`config.mk`:
```
export PLATFORM = sky130hd
export DESIGN_NAME = in_service_ctrl
export DESIGN_NICKNAME = d
export VERILOG_FILES = /design/src/rtl/in_service_ctrl.sv
export SDC_FILE = /design/constraint.sdc
export NUM_CORES = 1
export LEC_CHECK = 0
export ABC_AREA = 1
export ABC_CLOCK_PERIOD_IN_PS = 3380
export CORE_MARGIN = 8
export CORE_UTILIZATION = 46
export CTS_CLUSTER_SIZE = 14
export DETAILED_ROUTE_END_ITERATION = 10
export HOLD_SLACK_MARGIN = 0.03
export PLACE_DENSITY = 0.83
export SETUP_SLACK_MARGIN = 0.2
export SLEW_MARGIN = 5
export SYNTH_ARGS = -nofsm -noshare
export SYNTH_HDL_FRONTEND = slang
export SYNTH_SLANG_ARGS = --single-unit
```
`constraint.sdc`:
```
create_clock -name clk -period 3.38 [get_ports clk]
set_clock_uncertainty 0.05 [all_clocks]
set_input_delay 0.845 -clock clk [delete_from_list [all_inputs] [get_ports clk]]
set_output_delay 0.845 -clock clk [all_outputs]
set_load 0.05 [all_outputs]
```
`src/rtl/in_service_ctrl.sv`:
```
// in_service_ctrl: in-service register, EOI/rotation commands and in-service priority resolution
module in_service_ctrl #(
  parameter int NUM_IRQ = 8,
  localparam int PTR_W = $clog2(NUM_IRQ)
) (
  input  logic               clk,
  input  logic               reset_n,
  input  logic               ack_valid,
  input  logic [NUM_IRQ-1:0] ack_vector,
  input  logic               auto_eoi,
  input  logic               eoi_valid,
  input  logic [2:0]         eoi_cmd,
  input  logic [PTR_W-1:0]   eoi_level,
  input  logic               special_mask_mode,
  input  logic [NUM_IRQ-1:0] interrupt_mask,
  output logic [NUM_IRQ-1:0] in_service_register,
  output logic [NUM_IRQ-1:0] highest_level_in_service,
  output logic [PTR_W-1:0]   priority_rotate,
  output logic               rotate_in_aeoi,
  output logic               eoi_error
);
  function automatic logic [PTR_W-1:0] low_idx(input logic [NUM_IRQ-1:0] v);
    low_idx = '0;
    for (int i = NUM_IRQ - 1; i >= 0; i--)
      if (v[i]) low_idx = PTR_W'(i);
  endfunction

  logic [NUM_IRQ-1:0]   eff, rot, pick, hl;
  logic [PTR_W-1:0]     sh;
  logic [2*NUM_IRQ-1:0] dbl_r, dbl_l;
  logic [NUM_IRQ-1:0]   isr_n;
  logic [PTR_W-1:0]     ptr_n;
  logic                 raeoi_n, err_n;

  // Rotate so the highest-priority level lands at bit 0, isolate the lowest set bit, rotate back
  always_comb begin
    eff   = in_service_register & ~(special_mask_mode ? interrupt_mask : '0);
    sh    = priority_rotate + PTR_W'(1);
    dbl_r = {eff, eff} >> sh;
    rot   = dbl_r[NUM_IRQ-1:0];
    pick  = rot & (~rot + NUM_IRQ'(1));
    dbl_l = {pick, pick} << sh;
    hl    = dbl_l[2*NUM_IRQ-1:NUM_IRQ];
  end

  // Next state: EOI/mode command acts on the current ISR first, then the ack is merged and its AEOI rotate wins
  always_comb begin
    isr_n   = in_service_register;
    ptr_n   = priority_rotate;
    raeoi_n = rotate_in_aeoi;
    err_n   = 1'b0;
    if (eoi_valid) begin
      case (eoi_cmd)
        3'b001, 3'b101: begin
          if (hl == '0) err_n = 1'b1;
          else begin
            isr_n = isr_n & ~hl;
            if (eoi_cmd[2]) ptr_n = low_idx(hl);
          end
        end
        3'b011, 3'b111: begin
          err_n = ~in_service_register[eoi_level];
          isr_n[eoi_level] = 1'b0;
          if (eoi_cmd[2]) ptr_n = eoi_level;
        end
        3'b110: ptr_n = eoi_level;
        3'b100: raeoi_n = 1'b1;
        3'b000: raeoi_n = 1'b0;
        default: ;
      endcase
    end
    if (ack_valid && ack_vector != '0) begin
      if (!auto_eoi) isr_n = isr_n | ack_vector;
      else if (rotate_in_aeoi) ptr_n = low_idx(ack_vector);
    end
  end

  // State and registered outputs
  always_ff @(posedge clk or negedge reset_n) begin
    if (!reset_n) begin
      in_service_register      <= '0;
      highest_level_in_service <= '0;
      priority_rotate          <= PTR_W'(NUM_IRQ - 1);
      rotate_in_aeoi           <= 1'b0;
      eoi_error                <= 1'b0;
    end else begin
      in_service_register      <= isr_n;
      highest_level_in_service <= hl;
      priority_rotate          <= ptr_n;
      rotate_in_aeoi           <= raeoi_n;
      eoi_error                <= err_n;
    end
  end
endmodule
```
==> flow_metrics.tcl, run 1 <==
set metrics [dict create \
    hold_buffers 0 \
    holdPathEnd "rotate_in_aeoi$_DFFE_PN0P_" \
    wl_per_cell_um 16.6 \
    grt_use_total_pct 18.7 \
    synth_top_area_share_pct 20.7 \
    max_cap_violations 0 \
    ant_nets 0 \
    port_buffers 48 \
    syn2layout_area_growth_pct 45.9 \
    r2r_setup_slack_ns 0.30 \
    crit_slowest_cell "clkdlybuf4s50_1" \
    cts-root-buf "clkbuf_8" \
    fin_total_pwr_uw 2890 \
    outcome "complete, no violations" \
    first_pass_iters 5 \
    utilization_pct 68.5 \
    synth_edf_count 0 \
    routabilityCongestion 0.903 \
    rows 25 \
    viasPerCell 5.95 \
    end_kind "flip-flop" \
    ys_ff_latch 21 \
    crit_chain "clkdlybuf4s50_1, nand2_2, nand3_2, nand3_2, nand2_2, nand2_2, nand2_4, buf_4, nand3_1, nand2_1, o21ai_2, nand2_1, nand2_1, nand2_1, nand2_2, nand2_2, nor2_4, nand2_2, nand2_1, nand3_1, nand2_1, nand2_1, a21oi_1" \
    relSlewSlack_pct 36.8 \
    hold-worst-slack_ns 0.555 \
    netlist_area_um2 2170 \
    cts_tree "built" \
    min_period_ns 3.15 \
    clk_latency_ns 0.27 \
    min-delay-path-class "flip-flop to flip-flop" \
    drive_gt1_share_pct 34.0 \
    ios 49 \
    dpl.hpwl_um 5320 \
    final_common_cell "nand2_1" \
    nFillCells 378 \
    core_um2 4630 \
    diodes 0 \
    setup_slack_ns 0.229 \
    critPathMaxStageDelay_ns 0.42 \
    avgSynthCellArea_um2 6.27 \
    start_util_pct 47.0 \
    worst-endpoint-required_ns 3.52 \
    ys_seq_area_share_pct 24.3 \
    die-area_um2 7180 \
    critPathMostFrequentCell "nand2_1" \
    fmax_ghz 0.317 \
    syn_inst 347 \
    layout.nets 436 \
    synth-main-ff-cell "dfrtp_1" \
    drt_iter0_markers 331 \
    cts_made_buffers 3 \
    r2r_start "priority_rotate[0]$_DFF_PN1_" \
    r2r_cells 22 \
    synthArstFlopShare_pct 100 \
    crit_fanout 4 \
    tightest_slew_ns 0.946 \
    critPathLaunchType "input pin" \
    powerDensity_nw_per_um2 912 \
    grt-ovfl-total 0 \
    clk_pin_slew_ns 0.08 \
    finalCritPeriodShare_pct 93.2 \
    irDropWorstVdd_v 0.000421 \
    hp-start "rotate_in_aeoi$_DFFE_PN0P_" \
    grt_start_max_net_pins 22 \
    maxSlewViolCount 0 \
    drc_errors 0 \
    totalWireLength_um 7610 \
    grt_pass1_vias 2417 \
    critPathArrivalTime_ns 3.29 \
    setup_viol 0 \
    r2r_end "priority_rotate[0]$_DFF_PN1_" \
    finalSetupTns_ns 0 \
    dieHeight_um 84.8 \
    yosysWarnings 0 \
    num_vias 2739 \
    most-common-layout-cells "81 x nand2_1, 46 x nand2_2, 43 x nand3_2" \
    htreeDepth 1 \
    synth_cell_types 39 \
    clk_path_buf_depth 2 \
    min_path_cells 2 \
    p_leak_uw 0.00149 \
    antenna_found_initial 0 \
    synth.area.top_cells "dfrtp_1 21%, nand2_1 19%, nand3_1 17%, nand2_2 5.8%, inv_1 4.1%" \
    clkSinkCount 21 \
    place_ws_ns -0.142 \
    rsz0062_at_grt "no" \
    grt_pass1_wl_um 11100 \
    die_w_um 84.8 \
    synth_top_area_cell "dfrtp_1" \
    path_class "input pin to flip-flop" \
    final_hold_viol_count 0 \
    synth_nets 376 \
]
## where the power goes
group	internal, µW	leakage (µW)	switching, µW	total, µW
clock network	82.5	0.0000255	89.1	172
logic	826	0.00122	1470	2290
registers	339	0.000249	88.1	427
total	1250	0.00149	1650	2890
## cell type report
class / instances / area (µm²) / share of cell area [%]
multi-input combinational: 285 / 1770 / 55.9
clock inverter: 1 / 5.00 / 0.158
timing repair buffer: 66 / 629 / 19.8
tap: 54 / 67.6 / 2.13
clock buffer: 3 / 41.3 / 1.30
inverter: 30 / 128 / 4.02
sequential: 21 / 529 / 16.7
## routing by layer
layer / GRT usage (%) / share of wire [%] / vias up
li1: - / - / 1293
met1: 22.4 / 38 / 1257
met2: 32.1 / 50 / 161
met3: 3.90 / 8.3 / 28
met4: 6.63 / 3.4 / 0
met5: 0 / 0 / -
## logic make-up (layout without fill, tap and decap cells)
logic type	count (synthesis)	count (layout)	share of synthesized area, %
XOR/XNOR	1	1	1.27
flip-flops	21	21	24.3
AO/OA/AOI/OAI	40	40	11.8
buffers and inverters	41	100	9.44
adder cells (fa/ha/maj)	1	1	0.575
AND/OR/NAND/NOR	243	243	52.6
## state kept, by name (all words and copies together) (netlist names)
name,flops
eoi_error,1
highest_level_in_service,8
in_service_register,8
priority_rotate,3
rotate_in_aeoi,1
## worst max path at each step
stage	cells past startpoint	startpoint	end	slack (ns)
CTS	23	interrupt_mask[4]	priority_rotate[2]$_DFF_PN1_	0.35
floorplan	25	priority_rotate[1]$_DFF_PN1_	priority_rotate[1]$_DFF_PN1_	0.50
global placement	23	special_mask_mode	priority_rotate[2]$_DFF_PN1_	-0.03
global route	25	interrupt_mask[1]	priority_rotate[1]$_DFF_PN1_	0.10
finish	23	interrupt_mask[1]	priority_rotate[0]$_DFF_PN1_	0.23
detailed placement	23	special_mask_mode	priority_rotate[2]$_DFF_PN1_	-0.14
## what timing repair did
item	CTS	global route
pin swaps	0	31
endpoints found under the hold margin	0	0
resized for setup	1	97
cloned	0	0
setup buffers	0	5
endpoints found under the setup margin	3	7
## critical path: cells and delay by family
family / cells / cell delay (ns)
buffers and inverters: 2 / 0.56
AOI/OAI and AO/OA: 2 / 0.25
and+or+nand+nor: 19 / 1.63
## metrics by stage
step / std cells / instance area, µm²
after floorplan: 347 / 2170
after detailed placement: 451 / 2740
after CTS: 455 / 2780
after global placement: 451 / 2740
final: 460 / 3170
after global routing: 460 / 3170
## synth_stat cells, types with 3 or more instances
cell	instances
nor2_1	10
o21ai_1	3
inv_2	4
o311ai_0	3
inv_1	24
dfstp_2	3
o21ai_0	9
a32oi_1	3
nand3_1	76
a22oi_1	4
buf_2	4
nor3_1	11
buf_4	3
dfrtp_1	18
nand2_1	111
nand2_2	20
a21oi_1	9
nand3_2	4
Power figures use the tool's default switching activity.
==> inputs of run 2 (changes only) <==
HOLD_SLACK_MARGIN = default   (was 0.03)
==> results of run 2 <==
Final layout, timing and power as in run 1 (identical DEF).
